$ cat src/rtl/if_pkg.sv
// if_pkg: shared types and constants for the instruction-fetch stage.
package if_pkg;
   typedef enum logic [1:0] {FETCH, HOLD, DROP, HALTED} state_t;
   localparam int PC_INC = 2;
   localparam int DATA_W_DEF = 16;
   localparam logic [3:0] HALT_OPC_DEF = 4'hF;
endpackage

$ cat src/rtl/if_fetch_stage_ifid_reg.sv
// ifid_reg: IF/ID pipeline register (instr, pc2, valid); flush beats hold, hold beats load.
module ifid_reg #(
   parameter int DATA_W = 16
) (
   input  logic              clk,
   input  logic              rst,
   input  logic              load,
   input  logic              flush,
   input  logic              hold,
   input  logic [DATA_W-1:0] instr,
   input  logic [DATA_W-1:0] pc2,
   output logic [DATA_W-1:0] instr_q,
   output logic [DATA_W-1:0] pc2_q,
   output logic              valid_q
);
   always_ff @(posedge clk or posedge rst)
      if (rst) begin
         instr_q <= '0;
         pc2_q   <= '0;
         valid_q <= 1'b0;
      end else if (flush) begin
         valid_q <= 1'b0;
      end else if (!hold) begin
         valid_q <= load;
         if (load) {instr_q, pc2_q} <= {instr, pc2};
      end
endmodule

$ cat src/rtl/if_fetch_stage.sv
// if_fetch_stage: fetch FSM, next-PC mux and one-entry hold buffer feeding IF/ID.
// HLT detection is enabled by defining IF_HALT_DETECT_EN.
module if_fetch_stage
   import if_pkg::*;
#(
   parameter int          DATA_W   = DATA_W_DEF,
   parameter logic [3:0]  HALT_OPC = HALT_OPC_DEF
) (
   input  logic              clk,
   input  logic              rst,
   input  logic [DATA_W-1:0] pc_cur,
   output logic [DATA_W-1:0] pc_next,
   output logic              pc_stall,
   output logic              imem_req,
   output logic [DATA_W-1:0] imem_addr,
   input  logic              imem_valid,
   input  logic [DATA_W-1:0] imem_rdata,
   input  logic              stall_id,
   input  logic              redirect_valid,
   input  logic [DATA_W-1:0] redirect_pc,
   output logic [DATA_W-1:0] ifid_instr,
   output logic [DATA_W-1:0] ifid_pc2,
   output logic              ifid_valid,
   output logic              halted
);
`ifdef IF_HALT_DETECT_EN
   localparam bit HALT_EN = 1'b1;
`else
   localparam bit HALT_EN = 1'b0;
`endif
   state_t            state, nxt;
   logic [DATA_W-1:0] hold_buf, pc_inc, src;
   logic              fire, is_halt;
   assign pc_inc    = pc_cur + DATA_W'(PC_INC);
   assign src       = (state == HOLD) ? hold_buf : imem_rdata;
   assign is_halt   = HALT_EN && (src[DATA_W-1 -: 4] == HALT_OPC);
   assign halted    = HALT_EN && (state == HALTED);
   assign imem_req  = state == FETCH;
   assign imem_addr = pc_cur;
   // an instruction enters IF/ID from either the live response or the hold buffer
   assign fire      = !redirect_valid && !stall_id &&
                      ((state == FETCH && imem_valid) || state == HOLD);
   always_comb begin
      nxt      = state;
      pc_stall = !(redirect_valid || (fire && !is_halt));
      pc_next  = pc_stall ? pc_cur : redirect_valid ? redirect_pc : pc_inc;
      if (redirect_valid)
         nxt = ((state == FETCH || state == DROP) && !imem_valid) ? DROP : FETCH;
      else if (fire)
         nxt = is_halt ? HALTED : FETCH;
      else if (state == FETCH && imem_valid)
         nxt = HOLD;
      else if (state == DROP && imem_valid)
         nxt = FETCH;
   end
   always_ff @(posedge clk or posedge rst)
      if (rst) begin
         state    <= FETCH;
         hold_buf <= '0;
      end else begin
         state <= nxt;
         if (state == FETCH && imem_valid && stall_id && !redirect_valid) hold_buf <= imem_rdata;
      end
   ifid_reg #(.DATA_W(DATA_W)) u_ifid (
      .clk     (clk),
      .rst     (rst),
      .load    (fire),
      .flush   (redirect_valid),
      .hold    (stall_id),
      .instr   (src),
      .pc2     (pc_inc),
      .instr_q (ifid_instr),
      .pc2_q   (ifid_pc2),
      .valid_q (ifid_valid)
   );
endmodule

$ cat config.mk
export PLATFORM = sky130hd
export DESIGN_NAME = if_fetch_stage
export DESIGN_NICKNAME = d
export VERILOG_FILES = /design/src/rtl/if_pkg.sv /design/src/rtl/if_fetch_stage_ifid_reg.sv /design/src/rtl/if_fetch_stage.sv
export SDC_FILE = /design/constraint.sdc
export NUM_CORES = 1
export LEC_CHECK = 0
export BUFFER_PORTS_ARGS = -buffer_cell sky130_fd_sc_hd__buf_4
export CAP_MARGIN = 5
export CORE_UTILIZATION = 43
export CTS_BUF_LIST = sky130_fd_sc_hd__clkbuf_8 sky130_fd_sc_hd__clkbuf_16
export DETAILED_ROUTE_END_ITERATION = 7
export GPL_TIMING_DRIVEN = 0
export PLACE_DENSITY = 0.79
export SLEW_MARGIN = 20
export SYNTH_ARGS = -nofsm -noshare
export SYNTH_HDL_FRONTEND = slang
export SYNTH_SLANG_ARGS = --single-unit
$ cat constraint.sdc
create_clock -name clk -period 1.9 [get_ports clk]
set_clock_uncertainty 0.15 [all_clocks]
set_input_delay 0.38 -clock clk [delete_from_list [all_inputs] [get_ports clk]]
set_output_delay 0.38 -clock clk [all_outputs]
set_load 0.01 [all_outputs]
==> summary.md, run 1 <==
| Metric | Value |
|---|---|
| Outcome | complete, but fails checks |
| Failing checks | negative setup slack |
| Hold path start | pc_cur[0] |
| RSZ-0062 raised after global routing | yes |
| Final WS setup | -0.596 ns |
| CP bufs+invs | 2 |
| Hold path depth | 3 |
| Crit path time final | roughly 2.5 ns |
| I/O pin count | 121 |
| GR Util All Layers | 0.265 |
| Cts bufs inserted | 5 |
| Slew headroom | 0.630 |
| Post-synthesis compound-gate area fraction | 0.137 |
| Total Nets Final | 491 |
| Antenna diodes | 0 |
| Post-DP Area | 3790 um2 |
| DRC | 0 |
| Max stage delay on crit path | 0.42 ns |
| Number of global-route vias before repair | around 2600 |
| Root Driver | clkbuf_8 |
| Cell area after layout | 4700 um2 |
| Die ar. | 6720 um2 |
| CP Class | flop to output pin |
| Hold_ws | 0.131 ns |
| Setup crit end kind | output pin |
| Worst EP required | 1.37 ns |
| Dpl hpwl | 5.70 mm |
| First-pass GRT wire length | between 10 and 15 mm |
| Critical path cell sequence | buf_4 > nor4_4 > nor2_4 > a21o_1 > a221o_1 > buf_6 |
| RR Startpoint | state[1]$_DFFE_PP0P_ |
| Reg2Reg Depth | 7 |
| Number of distinct library cells after synthesis | 35 |
| Grt total ovfl | 0 |
| Ratio of cells with drive above 1 in the final layout | 0.619 |
| Initial core utilization | 0.454 |
| Mux contribution to synthesized area | 0.128 |
| Class of the worst hold path | input port to flop |
| Via/cell ratio | roughly 5.4 |
| Synth Area in Simple Gates | 0.148 |
| DRT antenna net count | 0 |
| Core area | 6060 um2 |
| Post-Syn Instances | 283 |
| Post-Synth Adder-Cell Area | 0.00455 |
| Setup Viol. Count Final | 35 |
| Syn-to-layout area delta | 71.0% |
| Max Buffers Root-to-Sink | 2 |
| Achievable frequency | around 400 MHz |
| Critical Path Fanout Max | 6 |
| Pwr Density | 818 nW/um2 |
| Overall routed net length | 9.57 mm |
| Final TNS setup | -9.39 ns |
| Place WS | -0.600 ns |
| Cell accounting for the most synthesized area | dfrtp_1 |
| Synth Net Count | 337 |
| Initial antenna violation count | 0 |
| # clock sinks | just over 50 |
| Most numerous cell in the Yosys netlist | dfrtp_1 |
| FF-to-FF setup slack | -0.08 ns |
| CP max-delay cell | dfrtp_2 |
| Critical path arrival | around 2.0 ns |
| Reg2reg end | hold_buf[5]$_DFFE_PP0P_ |
| H-tree depth | 2 |
| Starting DRT DRC Count | 140 |
| Synth Area per Inst | 9.72 um2 |
| 1st-pass router iterations | 4 |
| Startpoint type of the worst setup path | flop |
| Max-slew violations | 0 |
| GP Congestion | 0.783 |
| Ys async rst share | 1.00 |
| Synth Warn # | 0 |
| Hold worst-path end | u_ifid.pc2_q[0]$_DFFE_PP0P_ |
| Die H | 82.0 um |
| Post-synth top area share | 0.464 |
| Post-synthesis sequential area ratio | 0.464 |
| Post-synth EDFFs | 0 |
| Leading cell types by count after synthesis | dfrtp_1 (51), nand2_1 (43), o21ai_0 (41) |
| Final Hold Fails | 0 |
| Avg WL per Cell | 18.7 um |
| CP top delay family | compound AO/OA/AOI/OAI gates |
| Cell area after synthesis | about 2800 um2 |
| Top post-synthesis cells by area | dfrtp_1 (46%), o21ai_0 (7.5%), mux2_2 (7.0%), nand2_1 (5.9%), mux2i_1 (5.8%) |
| Finished Core Util | 0.776 |
| Synth Register Bits | 51 |
| VDD IR-drop max | ~0.56 mV |
| Max Cap Viol | 0 |
| Final worst path period share | 1.31 |
| Later-pin clock latency in the skew report | between 0.3 and 0.4 ns |
| Chip width | approximately 82 um |
| Number of vias in the routed layout | 2789 |
| Synth Flop Type | dfrtp_1 |
| Post-Synth XOR/XNOR Area | 0.0350 |
| Clock slew at reported path FFs | 0.10 ns |
| Leakage | around 2.4 nW |
| CTS tree | built |
| Largest family of logic cells by synthesized area | simple AND/OR/NAND/NOR gates |
| PortBufs | ~120 |
| Worst slew pin tran | 0.555 ns |
| Largest net degree at the start of global routing | 29 |
| Cell Rows | 28 |
-- power by group --
part	total (W)	internal [W]	switching, W
logic	0.00147	0.000835	0.000639
clock network	0.000785	0.000397	0.000387
registers	0.00159	0.00137	0.000217
-- final cells by class --
| type | instances | area (um2) |
|---|---|---|
| buffer | 35 | 342 |
| clock buffer | 5 | 68.8 |
| clock inverter | 3 | 46.3 |
| fill | 397 | 1360 |
| inverter | 3 | 11.3 |
| multi-input combinational | 194 | 1650 |
| sequential | 51 | 1280 |
| tap | 75 | 93.8 |
| timing repair buffer | 147 | 1220 |
-- worst min-delay path, stage by stage --
cell and delay (ns):
buf_4 0.09, nand2_1 0.04, nand2_1 0.05
-- placed cells by master, fill, tap and decap left out, drive strengths merged, types with 4 or more instances in the layout --
master,Yosys,final
xnor2,8,8
o21ai,41,41
mux2i,16,16
a21o,4,4
nand2,43,43
a21oi,5,5
buf,22,171
nand3,5,5
nor3,6,6
mux2,17,17
nor2,13,13
inv,3,4
dfrtp,51,51
a22oi,7,7
clkbuf,13,15
-- worst max path at each step --
| stage | from | to | slack [ns] | cells after the start |
|---|---|---|---|---|
| after floorplan | state[1]$_DFFE_PP0P_ | pc_next[4] | -0.15 | 6 |
| after global placement | rst | state[1]$_DFFE_PP0P_ | -0.67 | 2 |
| after detailed placement | redirect_valid | pc_next[13] | -0.60 | 6 |
| after CTS | state[1]$_DFFE_PP0P_ | pc_next[4] | -0.60 | 7 |
| after global routing | state[1]$_DFFE_PP0P_ | pc_next[9] | -0.63 | 6 |
| final | state[1]$_DFFE_PP0P_ | pc_next[9] | -0.60 | 6 |
-- metrics by stage --
| step | std cells | power (W) |
|---|---|---|
| after global routing | 513 | 0.00401 |
| after CTS | 510 | 0.00361 |
| after floorplan | 283 | 0.00206 |
| after detailed placement | 475 | 0.00267 |
| after global placement | 474 | 0.00261 |
| final | 513 | 0.00385 |
-- what timing repair did --
action / CTS / global route
pin swaps: 10 / 22
resized for setup: 72 / 104
hold buffers: 1 / 0
endpoints found under the hold margin: 23 / 0
setup buffers: 23 / 2
setup endpoints to repair: 31 / 66
cloned: 3 / 2
-- flip-flops by register name (all words and copies together) (netlist names) --
name and flops:
hold_buf 16, state 2, u_ifid.pc2_q 16, u_ifid.instr_q 16, u_ifid.valid_q 1
-- routing by layer --
metal / track usage / routed length [um] / share of wire / up-vias
li1: - / - / - / 1285
met1: 0.328 / 3710 / 0.39 / 1355
met2: 0.474 / 4970 / 0.52 / 124
met3: 0.0411 / 654 / 0.068 / 25
met4: 0.0702 / 236 / 0.025 / 0
met5: 0 / 0 / 0 / -
-- cells by family after synthesis --
group / Yosys count
AO/OA/AOI/OAI: 64
multiplexers: 33
other: 1
buffers and inverters: 38
XOR/XNOR: 11
adder cells (fa/ha/maj): 1
AND/OR/NAND/NOR: 84
flip-flops: 51
No activity file was read; power rests on OpenSTA's default activity.
==> run 2, diff against run 1 <==
==> constraint.sdc (replaced) <==
create_clock -name clk -period 2.2 [get_ports clk]
set_clock_uncertainty 0.15 [all_clocks]
set_input_delay 0.44 -clock clk [delete_from_list [all_inputs] [get_ports clk]]
set_output_delay 0.44 -clock clk [all_outputs]
set_load 0.01 [all_outputs]
==> summary.md, run 2 (same netlist as run 1, synthesis figures left out) <==
| Metric | Value |
|---|---|
| Outcome | complete, but fails checks |
| Failing checks | negative setup slack |
| 1st-pass router iterations | 4 (unchanged) |
| Max stage delay on crit path | 0.52 ns (+0.10 ns) |
| Critical path arrival | 2.00 ns (+0.03 ns) |
| Largest regs | hold_buf (16), u_ifid.instr_q (16), u_ifid.pc2_q (16) |
| Final TNS setup | -4.85 ns (+4.54 ns) |
| VDD IR-drop max | 0.569 mV (+0.77%) |
| DRT antenna net count | 0 (unchanged) |
| Initial antenna violation count | 1 (+1) |
| Avg WL per Cell | 16.6 um (-11%) |
| Ratio of cells with drive above 1 in the final layout | 0.500 (-0.119) |
| Crit path top cell by count | buf_8 |
| Setup Viol. Count Final | 16 (-54%) |
| Post-DP Area | 3740 um2 (-1.4%) |
| Root Driver | clkbuf_8 |
| Max-slew violations | 0 (unchanged) |
| CP Class | flop to output pin |
| Cell area after layout | 4260 um2 (-9.5%) |
| Via/cell ratio | 5.34 (-1.8%) |
| Starting DRT DRC Count | 103 (-26%) |
| Final Hold Fails | 0 (unchanged) |
| Most frequent cells in the layout | buf_4 (144), dfrtp_1 (50), nand2_1 (41) |
| Grt total ovfl | 0 (unchanged) |
| DRC | 0 (unchanged) |
| Clock slew at reported path FFs | 0.09 ns (about the same) |
| CP bufs+invs | 3 (+1) |
| Critical path depth | 7 (+1) |
| CP max-delay cell | or4_4 |
| Class of the worst hold path | input port to flop |
| Pwr Density | 735 nW/um2 (-10%) |
| Achievable frequency | 386 MHz |
| Hold_ws | 0.207 ns (+0.0755 ns) |
| Die H | 82.0 um (unchanged) |
| Die ar. | 6720 um2 (unchanged) |
| GP Congestion | 0.888 (+13%) |
| Crit path time final | ~2.6 ns |
| Critical Path Fanout Max | 7 (+1) |
| Overall routed net length | 8.40 mm (-12%) |
| RSZ-0062 raised after global routing | yes |
| Worst slew pin tran | 0.588 ns (+0.0332 ns) |
| CTS tree | built |
| Number of global-route vias before repair | 2632 (-0.038%) |
| Place WS | -0.559 ns (+0.0415 ns) |
| Syn-to-layout area delta | 54.8% |
| Chip width | 82.0 um (unchanged) |
| Largest net degree at the start of global routing | 36 (+24%) |
| H-tree depth | 2 (unchanged) |
| I/O pin count | 121 (unchanged) |
| Final worst path period share | 1.18 |
| Critical path cell sequence | or4_4 > buf_8 > buf_8 > nor3_2 > a21oi_1 > o21ai_1 > buf_4 |
| Number of vias in the routed layout | 2695 (-3.4%) |
| First-pass GRT wire length | 12.8 mm (-2.9%) |
| Core area | 6060 um2 (unchanged) |
| Worst EP required | 1.61 ns (+0.24 ns) |
| Cell Rows | 28 (unchanged) |
| Cts bufs inserted | 5 (unchanged) |
| Initial core utilization | 0.454 (unchanged) |
| RR Startpoint | state[1]$_DFFE_PP0P_ |
| Leading cell type in the layout, fill and taps excluded | buf_4 |
| Max Buffers Root-to-Sink | 2 (unchanged) |
| Reg2Reg Depth | 6 (-1) |
| PortBufs | 116 (unchanged) |
| Slew headroom | 0.608 (-0.0216) |
| Critical Path Sink | pc_next[4] |
| Setup crit start | state[1]$_DFFE_PP0P_ |
| Startpoint type of the worst setup path | flop |
| Antenna diodes | 0 (unchanged) |
| FF-to-FF setup slack | 0.07 ns (+0.15 ns) |
| Total Nets Final | 483 (-1.6%) |
| Finished Core Util | 0.703 (-0.0735) |
| Reg2reg end | u_ifid.instr_q[13]$_DFFE_PP0P_ |
| Max Cap Viol | 0 (unchanged) |
| Leakage | 2.15 nW (-8.9%) |
| # clock sinks | 51 (unchanged) |
| Dpl hpwl | 6.10 mm (+7.1%) |
| CP top delay family | simple AND/OR/NAND/NOR gates |
| Setup crit end kind | output pin |
| GR Util All Layers | 0.258 (-0.00712) |
| Final WS setup | -0.394 ns (+0.203 ns) |
| Later-pin clock latency in the skew report | 0.31 ns (about the same) |
[run 2: cell types whose count changed in the layout (fill, tap and decap cells not counted), sizes merged]
cell / change
bufinv: +1
clkbuf: +1
clkinvlp: -1
buf: -9
[run 2: routing by layer]
layer | wire length [um] | vias up | track usage
li1 | - | 1263 | -
met1 | 3380 | 1312 | 0.303
met2 | 4380 | 100 | 0.454
met3 | 450 | 18 | 0.0522
met4 | 187 | 2 | 0.107
met5 | 13 | - | 0
[run 2: final cells by class]
class                           instances  area, um2
Timing Repair Buffer                  139       1110
Buffer                                 35        254
Sequential cell                        51       1280
Tap cell                               75       93.8
Clock inverter                          3       63.8
Multi-Input combinational cell        194       1380
Inverter                                3       11.3
Fill cell                             453       1800
Clock buffer                            5       68.8
[run 2: repair_timing]
action	CTS	global route
buffers inserted	13	7
pin swaps	4	8
endpoints found under the setup margin	16	25
resized for setup	49	15
hold endpoints to repair	16	0
gates cloned	2	0
hold buffers	1	0
[run 2: worst min path at each step]
stage	end	startpoint	slack, ns	depth (start not counted)
after floorplan	hold_buf[0]$_DFFE_PP0P_	hold_buf[0]$_DFFE_PP0P_	0.33	1
after global placement	u_ifid.pc2_q[2]$_DFFE_PP0P_	u_ifid.pc2_q[2]$_DFFE_PP0P_	0.31	2
after detailed placement	u_ifid.instr_q[1]$_DFFE_PP0P_	rst	0.30	2
after CTS	u_ifid.pc2_q[0]$_DFFE_PP0P_	pc_cur[0]	0.21	3
after global routing	hold_buf[2]$_DFFE_PP0P_	imem_rdata[2]	0.20	2
final	u_ifid.pc2_q[0]$_DFFE_PP0P_	pc_cur[0]	0.21	3
[run 2: power by group]
group / switching (W) / internal [W]
Sequential: 0.000138 / 0.00118
Clock: 0.000303 / 0.000450
Combinational: 0.000478 / 0.000577
[run 2: worst register-to-register path, stage by stage (launching register included)]
cell and delay (ns):
dfrtp_2 0.44, or4_4 0.52, buf_4 0.16, buf_6 0.12, clkbuf_1 0.28, nand2_1 0.17
o21ai_0 0.14
[run 2: metrics by stage]
| step | total power, W | cells |
|---|---|---|
| 2_1_floorplan | 0.00177 | 283 |
| 3_3_place_gp | 0.00225 | 474 |
| 3_5_place_dp | 0.00230 | 475 |
| 4_1_cts | 0.00313 | 499 |
| 5_1_grt | 0.00331 | 505 |
| 6_report | 0.00313 | 505 |
